`config.mk`:
```
export PLATFORM = sky130hd
export DESIGN_NAME = arb_mux
export DESIGN_NICKNAME = d
export VERILOG_FILES = /design/src/rtl/arb_mux_pkg.sv /design/src/rtl/arb_rr_grant.sv /design/src/rtl/arb_mux.sv
export SDC_FILE = /design/constraint.sdc
export NUM_CORES = 1
export LEC_CHECK = 0
export ABC_AREA = 1
export CORE_ASPECT_RATIO = 1.25
export CORE_MARGIN = 4
export CORE_UTILIZATION = 39
export CTS_CLUSTER_DIAMETER = 30
export CTS_CLUSTER_SIZE = 10
export DETAILED_ROUTE_END_ITERATION = 7
export GPL_ROUTABILITY_DRIVEN = 0
export PLACE_DENSITY = 0.83
export SYNTH_ARGS = -nofsm -noshare
export SYNTH_HDL_FRONTEND = slang
export SYNTH_HIERARCHICAL = 1
export SYNTH_SLANG_ARGS = --single-unit
export TNS_END_PERCENT = 5
```
`constraint.sdc`:
```
create_clock -name clk -period 3.8 [get_ports clk]
set_input_delay 1.14 -clock clk [delete_from_list [all_inputs] [get_ports clk]]
set_output_delay 1.14 -clock clk [all_outputs]
set_load 0.02 [all_outputs]
```
`src/rtl/arb_mux_pkg.sv`:
```
// Shared constants and helpers for the arb_mux arbitrated multiplexer.
package arb_mux_pkg;

  localparam int MODE_FIXED = 0;
  localparam int MODE_RR    = 1;

  // Ceiling log2, usable in constant expressions.
  function automatic int clog2(input int v);
    int r;
    r = 0;
    for (int i = 0; i < 31; i++) begin
      if ((1 << i) < v) r = i + 1;
    end
    return r;
  endfunction

endpackage

```
`src/rtl/arb_rr_grant.sv`:
```
// Rotating priority encoder: one-hot grant to the first requester at or after base.
module arb_rr_grant #(
  parameter int NUM_IN = 4,
  parameter int SEL_W  = 2
) (
  input  logic [NUM_IN-1:0] req,
  input  logic [SEL_W-1:0]  base,
  output logic [NUM_IN-1:0] grant
);

  always_comb begin
    logic found;
    int   idx;
    grant = '0;
    found = 1'b0;
    idx   = 0;
    for (int k = 0; k < NUM_IN; k++) begin
      idx = int'(base) + k;
      if (idx >= NUM_IN) idx = idx - NUM_IN;
      if (!found && req[idx]) begin
        grant[idx] = 1'b1;
        found      = 1'b1;
      end
    end
  end

endmodule

```
`src/rtl/arb_mux.sv`:
```
// N-input arbitrated multiplexer with a single registered output beat,
// fixed-priority or round-robin selection and a forced-channel override.
module arb_mux
  import arb_mux_pkg::*;
#(
  parameter int WIDTH  = 32,
  parameter int NUM_IN = 4,
  parameter int MODE   = 1,
  localparam int SEL_W = (clog2(NUM_IN) > 1) ? clog2(NUM_IN) : 1
) (
  input  logic                    clk,
  input  logic                    rst_n,
  input  logic [NUM_IN*WIDTH-1:0] in_data,
  input  logic [NUM_IN-1:0]       in_valid,
  output logic [NUM_IN-1:0]       in_ready,
  input  logic                    force_en,
  input  logic [SEL_W-1:0]        force_sel,
  output logic [WIDTH-1:0]        out_data,
  output logic [SEL_W-1:0]        out_sel,
  output logic                    out_valid,
  input  logic                    out_ready
);

  logic [WIDTH-1:0]  data_p0;
  logic [SEL_W-1:0]  sel_p0;
  logic              vld_p0;
  logic [SEL_W-1:0]  ptr;

  logic [NUM_IN-1:0] req;
  logic [NUM_IN-1:0] grant;
  logic [SEL_W-1:0]  base;
  logic [SEL_W-1:0]  gidx;
  logic              load_ok;
  logic              xfer;

  // Forcing narrows the request set to one channel; out-of-range indices request nothing.
  always_comb begin
    req = '0;
    if (force_en) begin
      if (int'(force_sel) < NUM_IN) req[force_sel] = in_valid[force_sel];
    end else begin
      req = in_valid;
    end
  end

  assign base = (MODE == MODE_RR) ? ptr : '0;

  arb_rr_grant #(
    .NUM_IN (NUM_IN),
    .SEL_W  (SEL_W)
  ) u_grant (
    .req   (req),
    .base  (base),
    .grant (grant)
  );

  always_comb begin
    gidx = '0;
    for (int i = 0; i < NUM_IN; i++) begin
      if (grant[i]) gidx = SEL_W'(i);
    end
  end

  assign load_ok  = !vld_p0 || out_ready;
  assign in_ready = (load_ok && rst_n) ? grant : '0;
  assign xfer     = |(in_ready & in_valid);

  // Stage p0: output beat register and round-robin pointer.
  always_ff @(posedge clk or negedge rst_n) begin
    if (!rst_n) begin
      data_p0 <= '0;
      sel_p0  <= '0;
      vld_p0  <= 1'b0;
      ptr     <= '0;
    end else if (xfer) begin
      data_p0 <= in_data[gidx*WIDTH +: WIDTH];
      sel_p0  <= gidx;
      vld_p0  <= 1'b1;
      if (MODE == MODE_RR && !force_en)
        ptr <= (int'(gidx) == NUM_IN - 1) ? '0 : gidx + SEL_W'(1);
    end else if (out_ready) begin
      vld_p0 <= 1'b0;
    end
  end

  assign out_data  = data_p0;
  assign out_sel   = sel_p0;
  assign out_valid = vld_p0;

endmodule
```
==> impl_metrics.yaml, run 1 <==
run_status:
  status: "completed"
layout:
  fill_cells: 646
  final_cells: 756
  final_layout_size_suffix_gt1_share_pct: 14.2
  final_area_um2: 5230
  final_nets: 809
  area_growth_pct: 74.2
  diodes: 0
logic_synthesis:
  netlist_top_cells_area: "dfrtp_1 31%, nand2_1 17%, nor2_1 13%, o21ai_0 11%, o21ai_1 5.7%"
  synth-seq-cells: 37
  synth_compound_area_share_pct: 17.7
  yosys.area.top_type: "dfrtp_1"
  synthSimpleGateAreaFrac_pct: 38.2
  synth_cells: 474
  netlist.area_leader.share_pct: 30.8
  synth_ff_type: "dfrtp_1"
  synth_edf_count: 0
  synthXorXnorAreaFrac_pct: 0
  ys_warn_count: 6
  synth_seq_area_share_pct: 30.8
  synth_cell_type_count: 24
  syn_avg_cell_area_um2: 6.34
  synth-async-reset-ratio_pct: 100
  synth_top_family_by_area: "simple AND/OR/NAND/NOR gates"
  syn_nets: 620
  syn_area_um2: 3000
  synth-adder-area-share_pct: 3.33
  synth.area.mux_share_pct: 0
grt:
  antenna_found_initial: 0
  grt_max_degree: 44
  grt_usage_pct: 23.9
  grt_pass1_wl_um: 17700
  grt_pass1_vias: 3741
  overflow: 0
timing:
  hold_viol: 0
  period_share_pct: 99.8
  max_freq_mhz: 264
  finalSetupTns_ns: 0
  fin_worst_skew_ns: 0.00426
  tightestPinTransition_ns: 0.503
  slew_headroom_pct: 66.4
  holdWs_ns: 0.483
  min_period_ns: 3.79
  setup_viol: 0
  slew_violations: 0
route:
  ant_nets: 0
  drt_first_pass_iters: 5
  via_count: 3947
  highest_layer: "met4"
  dr_wl_met3_um: 1070
  wl_met1_um: 4450
  vias_per_cell: 5.22
  drt_iter0_drc: 191
  routed_wl_um: 11800
  avgRoutedWirePerCell_um: 15.6
  drc: 0
  dr_wl_met2_um: 6050
critical_path:
  cp.arrival_ns: 2.65
  worst-path-buf-inv: 3
  critPathLaunchType: "input port"
  r2r_setup_slack_ns: 0.87
  required_ns: 2.66
  cpMaxStageDelayCell: "dlygate4sd2_1"
  crit_type: "input port to output pin"
  cpLargestDelayFamily: "simple AND/OR/NAND/NOR gates"
  critical_path.cell_chain: "dlygate4sd2_1 > a21boi_2 > nand2_1 > nand3_4 > nand2_4 > nand2_4 > nor2_4 > nand2_1 > nand3_2 > inv_1 > nor2_1 > buf_4"
  critPathCaptureType: "output pin"
  crit_fanout: 5
  cpPeakStageDelay_ns: 0.26
floorplan:
  fp-row-count: 35
  fp.coreArea_um2: 7440
  num_io_pins: 177
  fp.dieH_um: 106
  start_util_pct: 40.3
  dieWidth_um: 86.5
  die_area_um2: 9180
hold_path:
  min_path_type: "flip-flop to flip-flop"
power_and_ir_drop:
  p_total_uw: 5270
  power_density_nw_per_um2: 1010
  p_leak_uw: 0.00243
  vdd_drop_max_mv: 0.858
clock_network:
  cts_hold_buf: 0
  clock_latency_ns: 0.28
  clk_pin_slew_worst_paths_ns: 0.08
  cts_tree: "yes"
  clkSinkCount: 37
  clockBufferDepth: 2
  htreeDepth: 2
  cts_made_buffers: 5
  cts_root_buf: "clkbuf_8"
place:
  port_buffers: 176
  place_inst: 744
  hpwl_um: 8400
  dpl-instance-area_um2: 4950
run:
  maxCapViolCount: 0
[area by class of cell]
| type | count | area (µm²) | area share [%] |
|---|---|---|---|
| clock buffer | 5 | 68.8 | 1.32 |
| clock inverter | 3 | 68.8 | 1.32 |
| inverter | 24 | 92.6 | 1.77 |
| multi-input combinational | 388 | 1910 | 36.5 |
| sequential | 37 | 926 | 17.7 |
| tap | 92 | 115 | 2.20 |
| timing repair buffer | 207 | 2050 | 39.2 |
[path summary, 6_finish.rpt]
check,startpoint,endpoint,cells after the start
max,in_valid[3],in_ready[0],12
min,out_data[9]$_DFFE_PN0P_,out_data[9]$_DFFE_PN0P_,2
max reg2reg,base[0]$_DFFE_PN0P_,out_data[7]$_DFFE_PN0P_,18
min reg2reg,out_data[9]$_DFFE_PN0P_,out_data[9]$_DFFE_PN0P_,2
max in group asynchronous,rst_n,out_data[1]$_DFFE_PN0P_,2
min in group asynchronous,rst_n,base[0]$_DFFE_PN0P_,2
[state kept, by name (all words and copies together) (netlist names)]
register / flops
out_data: 32
out_valid: 1
out_sel: 2
base: 2
[per-layer routing]
layer,GRT usage (%),up-vias
met5,0,-
met4,6.24,0
met3,5.12,26
met2,43.9,203
met1,27.4,1819
li1,-,1899
[through the flow]
step           setup slack (ns)  utilization, %
4_1_cts                 0.00631            69.1
2_1_floorplan           -0.0471               -
3_3_place_gp             -0.700            66.5
3_5_place_dp             -0.830            66.5
5_1_grt                 -0.0765            70.3
6_report                0.00574            70.3
[cells in the mapped netlist, types with 6 or more instances]
cell type / instances
nand2_1: 132
inv_1: 19
nand3_1: 26
ha_1: 8
buf_2: 6
nand2_2: 6
dfrtp_1: 37
nor2_1: 100
buf_6: 13
o21ai_0: 65
o21ai_1: 34
[kinds of logic (layout without fill, tap and decap cells)]
kind of cell	after synthesis	in the layout
simple gates	276	276
compound gates	104	104
buf+inv	49	239
flops	37	37
fa+ha+maj	8	8
[cells in the final DEF, fill, tap and decap left out]
master / n
inv_6: 1
nand3_1: 20
a21oi_1: 1
nand2_4: 5
nor2_2: 2
clkdlybuf4s50_1: 164
dfrtp_1: 37
buf_12: 6
nand3_4: 2
nand2_1: 121
o21ai_1: 34
inv_1: 15
clkbuf_8: 5
nor2_4: 4
buf_4: 25
a21boi_2: 2
ha_1: 8
clkdlybuf4s15_1: 3
nor2_1: 97
o21ai_0: 65
buf_2: 3
bufinv_16: 2
a21boi_4: 2
inv_4: 1
buf_6: 4
nand4_1: 4
inv_2: 8
clkbuf_2: 1
nand3_2: 6
nand2_2: 15
dlygate4sd2_1: 1
[repair_timing]
item,4_1_cts,5_1_grt
pin swaps,8,11
buffers inserted,3,2
cloned,0,0
setup endpoints to repair,4,4
gates resized for setup,50,31
[worst register-to-register path, delay by kind of cell, from the launching register on]
kind / cells / cell delay [ns]
buf+inv: 6 / 1.02
simple gates: 10 / 1.00
flops: 1 / 0.40
fa+ha+maj: 1 / 0.33
compound gates: 1 / 0.08
[where the power goes]
| group | internal, µW | total, µW | leakage (µW) | switching (µW) |
|---|---|---|---|---|
| logic | 1680 | 4170 | 0.00189 | 2490 |
| clock network | 264 | 415 | 0.0000687 | 151 |
| registers | 592 | 687 | 0.000464 | 95.2 |
| total | 2530 | 5270 | 0.00243 | 2740 |
Power figures use the tool's default switching activity.
==> inputs of run 2 (changes only) <==
RECOVER_POWER = 100   (was unset)
==> run 2 against run 1 <==
Effect of this change: the flow now finishes with violations (negative setup slack); register-to-register slack got worse by 0.33 ns; clock skew rose by 0.0025 ns; non-clock buffer count did not move; largest cell class unchanged; highest routed layer unchanged.
==> impl_metrics.yaml, run 2 (same netlist as run 1, synthesis figures left out) <==
run_status:
  status: "finished, violations left"
  violations: "negative setup slack"
critical_path:
  cpLargestDelayFamily: "simple AND/OR/NAND/NOR gates"
  cp.arrival_ns: 2.67
  cpPeakStageDelay_ns: 0.26
  crit_fanout: 5
  worst-path-buf-inv: 3
  required_ns: 2.66
  cpMaxStageDelayCell: "dlygate4sd2_1"
  crit_type: "input port to output pin"
  critical_path.cell_chain: "dlygate4sd2_1 > a21boi_2 > nand2_1 > nand3_4 > nand2_4 > nand2_4 > nor2_4 > nand2_1 > nand3_2 > inv_1 > nor2_1 > buf_4"
  critPathLaunchType: "input port"
  critPathCaptureType: "output pin"
timing:
  slew_headroom_pct: 50.0
  setup_viol: 1
  min_period_ns: 3.81
  slew_violations: 0
  tightestPinTransition_ns: 0.750
  fin_worst_skew_ns: 0.00678
  worst_slack_ns: -0.0118
  hold_viol: 0
  max_freq_mhz: 262
  holdWs_ns: 0.478
  period_share_pct: 100
layout:
  largest_reg_flops: 32
  diodes: 0
  final_cells: 756
  final_nets: 809
  final_layout_size_suffix_gt1_share_pct: 13.7
  multi_input_area_um2: 1900
  area_growth_pct: 73.9
  seq_area_um2: 926
  fill_cells: 649
  final_cell_mix: "129 x clkdlybuf4s50_1, 123 x nand2_1, 97 x nor2_1, 65 x o21ai_0, 37 x dfrtp_1"
  postLayoutCoreUtil_pct: 70.2
  mostFrequentLayoutCell: "clkdlybuf4s50_1"
clock_network:
  cts_made_buffers: 5
  cts_root_buf: "clkbuf_8"
  clock_latency_ns: 0.29
  htreeDepth: 2
  clockBufferDepth: 2
  clkSinkCount: 37
  clk_pin_slew_worst_paths_ns: 0.08
  cts_tree: "yes"
grt:
  grt_pass1_vias: 3741
  antenna_found_initial: 0
  grt_usage_pct: 23.9
  grt_pass1_wl_um: 17700
  overflow: 0
  grt_max_degree: 44
route:
  ant_nets: 0
  vias_per_cell: 5.25
  avgRoutedWirePerCell_um: 15.7
  via_count: 3971
  routed_wl_um: 11900
  drt_first_pass_iters: 4
  drc: 0
  drt_iter0_drc: 232
place:
  port_buffers: 176
  dp_slack_ns: -0.830
  place_inst: 744
  hpwl_um: 8400
floorplan:
  num_io_pins: 177
  fp.dieH_um: 106
  fp.coreArea_um2: 7440
  die_area_um2: 9180
  dieWidth_um: 86.5
  fp-row-count: 35
  start_util_pct: 40.3
power_and_ir_drop:
  vdd_drop_max_mv: 0.869
  power_density_nw_per_um2: 996
  p_leak_uw: 0.00247
  p_total_uw: 5200
hold_path:
  min_path_type: "flip-flop to flip-flop"
run:
  maxCapViolCount: 0
run 2: path summary, 6_finish.rpt:
check / from / end / slack, ns / depth (start not counted)
setup reg to reg: base[0]$_DFFE_PN0P_ / out_data[7]$_DFFE_PN0P_ / 0.54 / 18
setup / recovery: in_valid[3] / in_ready[0] / -0.01 / 12
max in group asynchronous: rst_n / out_data[1]$_DFFE_PN0P_ / 2.32 / 2
hold reg to reg: out_data[13]$_DFFE_PN0P_ / out_data[13]$_DFFE_PN0P_ / 0.48 / 2
hold / removal: out_data[13]$_DFFE_PN0P_ / out_data[13]$_DFFE_PN0P_ / 0.48 / 2
min in group asynchronous: rst_n / base[0]$_DFFE_PN0P_ / 1.14 / 2
run 2: timing repair:
action                     in CTS  in global routing
cloned                          0                  0
hold buffers                    0                  0
buffers inserted                3                  2
setup endpoints to repair       4                  4
gates resized for setup        50                 31
pin swaps                       8                 11
run 2: power breakdown:
part	leakage (µW)	switching (µW)	internal (µW)
combinational	0.00194	2500	1600
sequential	0.000464	86.8	592
clock	0.0000687	152	264
run 2: cell type report:
class,count,share of cell area (%)
repair buffers,207,39.2
multi-input cells,388,36.4
flip-flops and latches,37,17.7
well taps,92,2.20
inverters,24,1.77
clock buffers,5,1.32
clock inverters,3,1.32
run 2: metal layers:
| layer | up-vias | GRT usage, % | routed length [µm] |
|---|---|---|---|
| met5 | - | 0 | 0 |
| met4 | 0 | 6.24 | 210 |
| met3 | 21 | 5.12 | 1080 |
| met2 | 207 | 43.9 | 6070 |
| met1 | 1836 | 27.4 | 4510 |
| li1 | 1907 | - | - |
run 2: tightest hold or removal path, delay by kind of cell, from the launching register on:
| kind | cells | cell delay, ns |
|---|---|---|
| flip-flops | 1 | 0.34 |
| AND/OR/NAND/NOR | 2 | 0.10 |
run 2: through the flow:
stage          setup TNS, ns  instance area (µm²)
3_5_place_dp          -10.37                 4950
4_1_cts                    0                 5140
6_report             -0.0118                 5220
3_3_place_gp           -5.16                 4950
2_1_floorplan        -0.0471                 3010
5_1_grt               -0.244                 5220
